===== config.mk =====
export PLATFORM = sky130hd
export DESIGN_NAME = multicycle_ctrl_flat
export DESIGN_NICKNAME = d
export VERILOG_FILES = /design/src/rtl/multicycle_ctrl_if.sv /design/src/rtl/multicycle_ctrl.sv /design/src/flat_wrapper.sv
export SDC_FILE = /design/constraint.sdc
export NUM_CORES = 1
export LEC_CHECK = 0
export ABC_CLOCK_PERIOD_IN_PS = 2340
export BUFFER_PORTS_ARGS = -buffer_cell sky130_fd_sc_hd__buf_2
export CAP_MARGIN = 30
export CELL_PAD_IN_SITES_DETAIL_PLACEMENT = 1
export CELL_PAD_IN_SITES_GLOBAL_PLACEMENT = 2
export CORE_MARGIN = 1
export CORE_UTILIZATION = 22
export CTS_CLUSTER_DIAMETER = 150
export DETAILED_ROUTE_END_ITERATION = 10
export PLACE_DENSITY_LB_ADDON = 0.1
export SLEW_MARGIN = 20
export SYNTH_ARGS = -nofsm -noshare
export SYNTH_HDL_FRONTEND = slang
export SYNTH_SLANG_ARGS = --single-unit

===== constraint.sdc =====
create_clock -name clk -period 2.34 [get_ports clk]
set_input_delay 0.117 -clock clk [delete_from_list [all_inputs] [get_ports clk]]
set_output_delay 0.117 -clock clk [all_outputs]
set_load 0.01 [all_outputs]

===== src/rtl/multicycle_ctrl_if.sv =====
// Shared memory-port handshake between the multi-cycle sequencer and memory.
interface multicycle_ctrl_if;
  logic mem_req;
  logic mem_we;
  logic mem_ready;

  modport master (output mem_req, output mem_we, input mem_ready);
  modport slave  (input mem_req, input mem_we, output mem_ready);
endinterface


===== src/rtl/multicycle_ctrl.sv =====
// Multi-cycle control sequencer for the MIPS-subset datapath (FETCH/DECODE/EXEC/MEM/WB).
// Define MC_PERF_CNT_EN to add the instret and stall_cnt performance counters.
module multicycle_ctrl (
  input  logic              clk,
  input  logic              rst_n,
  multicycle_ctrl_if.master mem,
  input  logic [31:0]       instruction,
  input  logic              zero,
  output logic              IRWr,
  output logic              PCWr,
  output logic [1:0]        nPC_sel,
  output logic              j_sel,
  output logic              RegDst,
  output logic              RegWr,
  output logic [1:0]        ExtOp,
  output logic              ALUSrc,
  output logic [1:0]        ALUctr,
  output logic              MemtoReg,
  output logic              MemWr,
  output logic              illegal
`ifdef MC_PERF_CNT_EN
  ,
  output logic [31:0]       instret,
  output logic [31:0]       stall_cnt
`endif
);

  typedef enum logic [2:0] {
    S_FETCH  = 3'd0,
    S_DECODE = 3'd1,
    S_EXEC   = 3'd2,
    S_MEM    = 3'd3,
    S_WB     = 3'd4
  } state_t;

  typedef enum logic [3:0] {
    OP_ILL, OP_ADDU, OP_SUBU, OP_ORI, OP_LUI, OP_LW, OP_SW, OP_BEQ, OP_J
  } op_t;

  typedef struct packed {
    logic       reg_dst;
    logic [1:0] ext_op;
    logic       alu_src;
    logic [1:0] alu_ctr;
    logic       mem_to_reg;
    logic       j_sel;
  } dec_t;

  typedef struct packed {
    logic       mem_req;
    logic       mem_we;
    logic       ir_wr;
    logic       pc_wr;
    logic [1:0] npc_sel;
    logic       reg_wr;
    logic       mem_wr;
    logic       illegal;
  } ctl_t;

  function automatic op_t classify(input logic [5:0] opcode, input logic [5:0] funct);
    op_t op;
    op = OP_ILL;
    case (opcode)
      6'h00: begin
        if (funct == 6'h21)      op = OP_ADDU;
        else if (funct == 6'h23) op = OP_SUBU;
      end
      6'h0D:   op = OP_ORI;
      6'h0F:   op = OP_LUI;
      6'h23:   op = OP_LW;
      6'h2B:   op = OP_SW;
      6'h04:   op = OP_BEQ;
      6'h02:   op = OP_J;
      default: op = OP_ILL;
    endcase
    return op;
  endfunction

  function automatic dec_t encode(input op_t op);
    dec_t d;
    d = '0;
    case (op)
      OP_ADDU: d.reg_dst = 1'b1;
      OP_SUBU: begin d.reg_dst = 1'b1; d.alu_ctr = 2'b01; end
      OP_ORI:  begin d.alu_src = 1'b1; d.alu_ctr = 2'b10; end
      OP_LUI:  begin d.ext_op = 2'b10; d.alu_src = 1'b1; d.alu_ctr = 2'b10; end
      OP_LW:   begin d.ext_op = 2'b01; d.alu_src = 1'b1; d.mem_to_reg = 1'b1; end
      OP_SW:   begin d.ext_op = 2'b01; d.alu_src = 1'b1; end
      OP_BEQ:  begin d.ext_op = 2'b01; d.alu_ctr = 2'b01; end
      OP_J:    d.j_sel = 1'b1;
      default: d = '0;
    endcase
    return d;
  endfunction

  state_t state, state_nxt;
  op_t    op_q, op_cur;
  dec_t   dec;
  ctl_t   ctl;
  logic   done;

  logic unused_fields;
  assign unused_fields = ^instruction[25:6];

  // Decode is live from the IR in DECODE, then held from the captured opcode class.
  assign op_cur = (state == S_DECODE) ? classify(instruction[31:26], instruction[5:0]) : op_q;

  // NOTE: every signal gets a default before the case so no path can infer a latch.
  always_comb begin
    state_nxt = state;
    dec       = '0;
    ctl       = '0;
    done      = 1'b0;
    case (state)
      S_FETCH: begin
        ctl.mem_req = 1'b1;
        if (mem.mem_ready) begin
          ctl.ir_wr = 1'b1;
          ctl.pc_wr = 1'b1;
          state_nxt = S_DECODE;
        end
      end
      S_DECODE: begin
        dec = encode(op_cur);
        if (op_cur == OP_J) begin
          ctl.pc_wr   = 1'b1;
          ctl.npc_sel = 2'b01;
          done        = 1'b1;
          state_nxt   = S_FETCH;
        end else if (op_cur == OP_ILL) begin
          ctl.illegal = 1'b1;
          state_nxt   = S_FETCH;
        end else begin
          state_nxt = S_EXEC;
        end
      end
      S_EXEC: begin
        dec = encode(op_q);
        if (op_q == OP_BEQ) begin
          ctl.npc_sel = 2'b10;
          ctl.pc_wr   = zero;
          done        = 1'b1;
          state_nxt   = S_FETCH;
        end else if (op_q == OP_LW || op_q == OP_SW) begin
          state_nxt = S_MEM;
        end else begin
          state_nxt = S_WB;
        end
      end
      S_MEM: begin
        dec         = encode(op_q);
        ctl.mem_req = 1'b1;
        ctl.mem_we  = (op_q == OP_SW);
        if (mem.mem_ready) begin
          if (op_q == OP_SW) begin
            ctl.mem_wr = 1'b1;
            done       = 1'b1;
            state_nxt  = S_FETCH;
          end else begin
            state_nxt = S_WB;
          end
        end
      end
      S_WB: begin
        dec        = encode(op_q);
        ctl.reg_wr = 1'b1;
        done       = 1'b1;
        state_nxt  = S_FETCH;
      end
      default: state_nxt = S_FETCH;
    endcase

    // Reset dominates: no request or strobe escapes while rst_n is low.
    if (!rst_n) begin
      dec  = '0;
      ctl  = '0;
      done = 1'b0;
    end
  end

  // NOTE: sequential state uses non-blocking assignments so all registers update together.
  always_ff @(posedge clk) begin
    if (!rst_n) begin
      state <= S_FETCH;
      op_q  <= OP_ILL;
    end else begin
      state <= state_nxt;
      if (state == S_DECODE) op_q <= op_cur;
    end
  end

  assign mem.mem_req = ctl.mem_req;
  assign mem.mem_we  = ctl.mem_we;
  assign IRWr        = ctl.ir_wr;
  assign PCWr        = ctl.pc_wr;
  assign nPC_sel     = ctl.npc_sel;
  assign RegWr       = ctl.reg_wr;
  assign MemWr       = ctl.mem_wr;
  assign illegal     = ctl.illegal;
  assign j_sel       = dec.j_sel;
  assign RegDst      = dec.reg_dst;
  assign ExtOp       = dec.ext_op;
  assign ALUSrc      = dec.alu_src;
  assign ALUctr      = dec.alu_ctr;
  assign MemtoReg    = dec.mem_to_reg;

`ifdef MC_PERF_CNT_EN
  always_ff @(posedge clk) begin
    if (!rst_n) begin
      instret   <= '0;
      stall_cnt <= '0;
    end else begin
      if (done) instret <= instret + 32'd1;
      if (ctl.mem_req && !mem.mem_ready) stall_cnt <= stall_cnt + 32'd1;
    end
  end
`else
  logic unused_done;
  assign unused_done = done;
`endif

endmodule


===== src/flat_wrapper.sv =====
// flat-port wrapper written by rule: the top's interface ports become plain ports
module multicycle_ctrl_flat 
  (clk, rst_n, instruction, zero, IRWr, PCWr, nPC_sel, j_sel, RegDst, RegWr, ExtOp, ALUSrc, ALUctr, MemtoReg, MemWr, illegal, mem_mem_req, mem_mem_we, mem_mem_ready);
  multicycle_ctrl_if mem_i ();
  input  logic clk;
  input  logic rst_n;
  input  logic [31:0] instruction;
  input  logic zero;
  output logic IRWr;
  output logic PCWr;
  output logic [1:0] nPC_sel;
  output logic j_sel;
  output logic RegDst;
  output logic RegWr;
  output logic [1:0] ExtOp;
  output logic ALUSrc;
  output logic [1:0] ALUctr;
  output logic MemtoReg;
  output logic MemWr;
  output logic illegal;
  output wire logic [$bits(mem_i.mem_req)-1:0] mem_mem_req;
  output wire logic [$bits(mem_i.mem_we)-1:0] mem_mem_we;
  input wire logic [$bits(mem_i.mem_ready)-1:0] mem_mem_ready;
  assign mem_mem_req = mem_i.mem_req;
  assign mem_mem_we = mem_i.mem_we;
  assign mem_i.mem_ready = mem_mem_ready;
  multicycle_ctrl u_core (.clk(clk), .rst_n(rst_n), .mem(mem_i), .instruction(instruction), .zero(zero), .IRWr(IRWr), .PCWr(PCWr), .nPC_sel(nPC_sel), .j_sel(j_sel), .RegDst(RegDst), .RegWr(RegWr), .ExtOp(ExtOp), .ALUSrc(ALUSrc), .ALUctr(ALUctr), .MemtoReg(MemtoReg), .MemWr(MemWr), .illegal(illegal));
endmodule

* Word-level counts from Yosys, hierarchy flattened
Cells that the tools add are included.
** Cells by class
- Equality and inequality tests :: 30
- Multiplexer cells :: 42
- Reductions and logical operators :: 17
** Operator list (number)
- 4-bit by 3-bit == test with 1-bit output, second input constant :: 8
- 4-bit case mux with 7 select lines :: 1
- 6-bit == test, second input constant :: 4
- 3-bit 2-to-1 mux :: 7
- 2-bit case mux with 2 select lines :: 5
- 1-bit 2-to-1 mux :: 18
- 4-bit by 2-bit == test with 1-bit output, second input constant :: 4
- 8-bit case mux with 2 select lines :: 1
- 2-bit OR reduction :: 7
- 6-bit by 4-bit == test with 1-bit output, second input constant :: 2
- 3-bit case mux with 4 select lines :: 1
- 9-bit 2-to-1 mux :: 1
- 3-bit OR reduction :: 3
- 4-bit by 1-bit == test with 1-bit output, second input constant :: 2
- 4-bit == test, second input constant :: 2
- 2-bit 2-to-1 mux :: 4
- 4-bit 2-to-1 mux :: 2
- 8-bit 2-to-1 mux :: 1
- 4-bit OR reduction :: 2
- 3-bit by 2-bit == test with 1-bit output, second input constant :: 2
- 6-bit by 2-bit == test with 1-bit output, second input constant :: 1
- 6-bit by 3-bit == test with 1-bit output, second input constant :: 1
- 6-bit zero test :: 1
- 4-bit zero test :: 1
- 7 further kinds :: 8
** Word-level totals
- Flip-flop bits (word level) :: 7
- Input bits :: 36
- Output and inout port bits :: 17
- Word-level logic and storage cells :: 91

* Depth between registers and ports, before layout
- Depth in word-level cells :: 10
- Gate-level depth with buffers :: 8
- Gate-level depth less buffers :: 6

* Least setup slack after synthesis
Ideal clock, no wire load.
- Path type :: reg-to-output
- Start point :: register u_core.state[2]
- End point :: output MemtoReg
- Arrival :: 1.764 ns
- Data required time :: 2.223 ns
- Setup slack :: 0.459 ns
- Stages on the path, launching flop included :: 8
- Buffers on the path :: 1
- Cells stage by stage :: dfxtp_1 > buf_6 > nor4b_4 > o21ai_2 > a21o_1 > o21ai_4 > or3b_1 > a21oi_2
** On the way
- Cells in the longest elaborated chain, start to end :: 6
- Elaborated cells between the ends (all ways) :: 10
- Those cells by class :: eq/ne: 5; mux: 4; reduce/logical: 1
** RTL lines
- from (decl) :: RTL line multicycle_ctrl.sv:96 : state_t state, state_nxt;
- from (signal assigned) :: RTL line multicycle_ctrl.sv:187 : state <= state_nxt;
- 3-bit by 1-bit == test with 1-bit output :: RTL line multicycle_ctrl.sv:106, multicycle_ctrl.sv:114
- 4-bit 2-to-1 mux :: RTL line multicycle_ctrl.sv:106 : assign op_cur = (state == S_DECODE) ? classify(instruction[31:26], instruction[5:0]) : op_q;
- 4-bit by 3-bit == test with 1-bit output :: RTL line multicycle_ctrl.sv:82 : case (op)
- 1-bit 2-to-1 mux :: RTL line multicycle_ctrl.sv:82
- 8-bit case mux with 2 select lines (*) :: RTL line multicycle_ctrl.sv:114 : case (state)
- 8-bit 2-to-1 mux (*) :: RTL line multicycle_ctrl.sv:174 : if (!rst_n) begin
- to (decl) :: RTL line flat_wrapper.sv:18 : output logic MemtoReg;
Every way passes the cells marked *; elsewhere a longest branch is shown, timed or not.

* Final worst setup path
- Start point :: register u_core.state[1]
- End point :: output ALUctr[1]
** On the way
- Cells in the longest elaborated chain, start to end :: 7
- Elaborated cells between the ends (all ways) :: 15
- Those cells by class :: eq/ne: 8; mux: 4; reduce/logical: 3
** RTL lines
- 3-bit by 1-bit == test with 1-bit output :: RTL line multicycle_ctrl.sv:106, multicycle_ctrl.sv:114
- 4-bit 2-to-1 mux :: RTL line multicycle_ctrl.sv:106
- 4-bit by 3-bit == test with 1-bit output or 4-bit by 2-bit == test with 1-bit output (tied branches) :: RTL line multicycle_ctrl.sv:82
- 2-bit OR reduction (no source line)
- 2-bit case mux with 2 select lines :: RTL line multicycle_ctrl.sv:82
- 8-bit case mux with 2 select lines (*) :: RTL line multicycle_ctrl.sv:114
- 8-bit 2-to-1 mux (*) :: RTL line multicycle_ctrl.sv:174
- to (decl) :: RTL line flat_wrapper.sv:17 : output logic [1:0] ALUctr;
Marked as above.

==> results.yml <==
status:
  status: "finished, violations left"
  violations: "DRC"
timing:
  tightest_slew_ns: 0.434
  setup_tns_ns: 0
  timing.final.crit_share_pct: 93.0
  maxSlewHeadroom_pct: 71.1
  drv_slew: 0
  hold_viol: 0
  rsz0062_at_grt: "no"
  fin_crit_ns: 2.18
  clock-skew-final_ns: 0.00495
  setup_viol: 0
  fmax_ghz: 0.460
power:
  irDropWorstVdd_uv: 167
  leakage_uw: 0.000482
  powerDensity_nw_per_um2: 322
drt:
  top_layer: "met3"
  met1_length_microns: 1350
  drc: 2
  wl_met2_microns: 1430
  vias: 1034
  drt_iter0_markers: 26
  dr.pass1.iters: 6
  wl_met3_microns: 78
  postRouteAntennaNets: 0
  via_per_inst: 4.95
  wl_per_cell_microns: 13.7
  totalWireLength_microns: 2860
yosys:
  synth_area_per_cell_sq_um: 7.33
  ys_ff_latch: 7
  postSynthCellCount: 126
  ys.flop_type: "dfxtp_1"
  yosysSeqAreaShare_pct: 15.2
  ys_types: 52
  synthesis.nets: 162
  netlist_area_sq_um: 923
  synth_edf_count: 0
  synthArstFlopShare_pct: 0
  synth_warnings: 0
grt:
  grt_usage_pct: 14.8
  grt_pass1_vias: 1044
  grt_first_pass_wirelength_microns: 4980
  antenna_found_initial: 0
  grt_overflow: 0
  grt_max_degree: 11
floorplan:
  die_w_microns: 66.8
  start_util_pct: 22.9
  dieArea_sq_um: 4460
  ioPinCount: 53
  num_rows: 23
  core_area_sq_um: 4030
  die_y_microns: 66.8
placement:
  dpl-instance-area_sq_um: 1130
  dpl.hpwl_microns: 2350
  place.gp.congestion: 0.715
  port_buffers: 32
worst_setup_path:
  worstSetupPathType: "register to output pin"
  start_kind: "register"
  worst_setup_path_end_kind: "output pin"
  critPathRequiredTime_ns: 2.22
  critPathArrivalTime_ns: 2.06
  path_max_fanout: 10
  rr_startpoint: "u_core.state[1]"
  cp-startpoint: "u_core.state[1]"
layout:
  finalInstanceArea_sq_um: 1180
  insertedDiodeCount: 0
  drive_gt1_share_pct: 34.6
  final_common_cell: "buf_2"
  syn_to_final_growth_pct: 27.8
  most-common-layout-cells: "32 x buf_2, 12 x nand2_1, 11 x nor2_1"
  nets: 196
  nFillCells: 533
clock_tree:
  tritoncts: "done"
  cts_buffers: 3
  clockBufferDepth: 2
  clock-sinks: 7
  h-tree-depth: 1
  cts.clk_slew.worst_paths_ns: 0.04
  post-cts-setup-buffers: 0
  clk_latency_ns: 0.23
  clock-root-buffer: "clkbuf_8"
  cts-hold-fix-buffers: 0
worst_hold_path:
  holdCritPathClass: "input port to register"
  min_from: "rst_n"
flow_run:
  maxCapViolCount: 0
==> state kept, by name (all words and copies together) (netlist names) <==
name / flops
u_core.op_q: 4
u_core.state: 3
==> Yosys cell counts, types with 2 or more instances <==
master | count | area share (%)
a21oi_1 | 10 | 5.4
a21oi_2 | 2 | 1.9
and2_1 | 6 | 4.1
buf_2 | 2 | 1.1
buf_6 | 3 | 3.7
clkbuf_1 | 4 | 1.6
dfxtp_1 | 7 | 15
inv_1 | 4 | 1.6
nand2_1 | 12 | 4.9
nand2b_1 | 6 | 4.1
nand3_1 | 4 | 2.2
nand3b_1 | 2 | 1.6
nand4_1 | 2 | 1.4
nor2_1 | 11 | 4.5
nor3_1 | 3 | 1.6
nor3b_1 | 2 | 1.6
nor4_1 | 2 | 1.4
nor4b_1 | 2 | 1.9
o21ai_2 | 2 | 1.9
or3_1 | 3 | 2.0
or3b_1 | 2 | 1.9
xnor2_1 | 4 | 3.8
xor2_1 | 2 | 1.9
==> worst max-delay path, stage by stage, from the launching register on <==
cell and delay [ns]:
dfxtp_1 0.52, nor4b_4 0.10, o21ai_2 0.08, a21oi_1 0.07, a22o_2 0.30, or4_4 0.51
o211ai_2 0.08, buf_2 0.15
==> final cells by class <==
| cell class | instances | area, sq um | share of cell area, % |
|---|---|---|---|
| timing repair buffer | 38 | 205 | 17.4 |
| clock buffer | 3 | 41.3 | 3.50 |
| clock inverter | 1 | 5.00 | 0.424 |
| tap | 50 | 62.6 | 5.30 |
| multi-input combinational | 105 | 707 | 59.9 |
| inverter | 5 | 18.8 | 1.59 |
| sequential | 7 | 140 | 11.9 |
==> kinds of logic (layout without fill, tap and decap cells) <==
family | count (synthesis) | in the layout | synth area share [%]
AO/OA/AOI/OAI | 32 | 32 | 27.0
XOR/XNOR | 6 | 6 | 5.69
buffers and inverters | 14 | 47 | 8.40
flip-flops | 7 | 7 | 15.2
AND/OR/NAND/NOR | 67 | 67 | 43.8
==> layer usage <==
metal  up-vias  global-route usage [%]
met2        19                    27.0
met3         0                    3.08
li1        523                       -
met4         0                    2.39
met1       492                    17.7
met5         -                       0
==> per-stage QoR <==
stage / total power [uW] / cells / util [%] / hold WS [ns] / setup slack (ns)
6_report: 380 / 209 / 29.3 / 0.222 / 0.165
3_3_place_gp: 204 / 205 / 28.1 / 0.452 / 0.323
5_1_grt: 407 / 209 / 29.3 / 0.254 / 0.0161
3_5_place_dp: 205 / 205 / 28.1 / 0.465 / 0.317
4_1_cts: 387 / 209 / 29.3 / 0.220 / 0.0696
2_1_floorplan: 173 / 126 / - / 0.378 / 0.459
==> worst paths after layout <==
check	slack, ns	end	cells after the start
min	0.22	u_core.state[2]	3
min reg2reg	0.52	u_core.op_q[3]	2
max reg2reg	0.69	u_core.state[1]	6
max	0.16	ALUctr[1]	7
==> repair_timing <==
action,4_1_cts,5_1_grt
setup endpoints to repair,0,5
hold endpoints to repair,0,0
gates resized for setup,0,1
==> power by group <==
part	leakage [uW]	internal (uW)	switching [uW]
registers	0.0000566	121	1.50
logic	0.000400	34.5	44.3
clock network	0.0000255	116	62.4
Note: power is estimated with default switching activity, not from simulation.
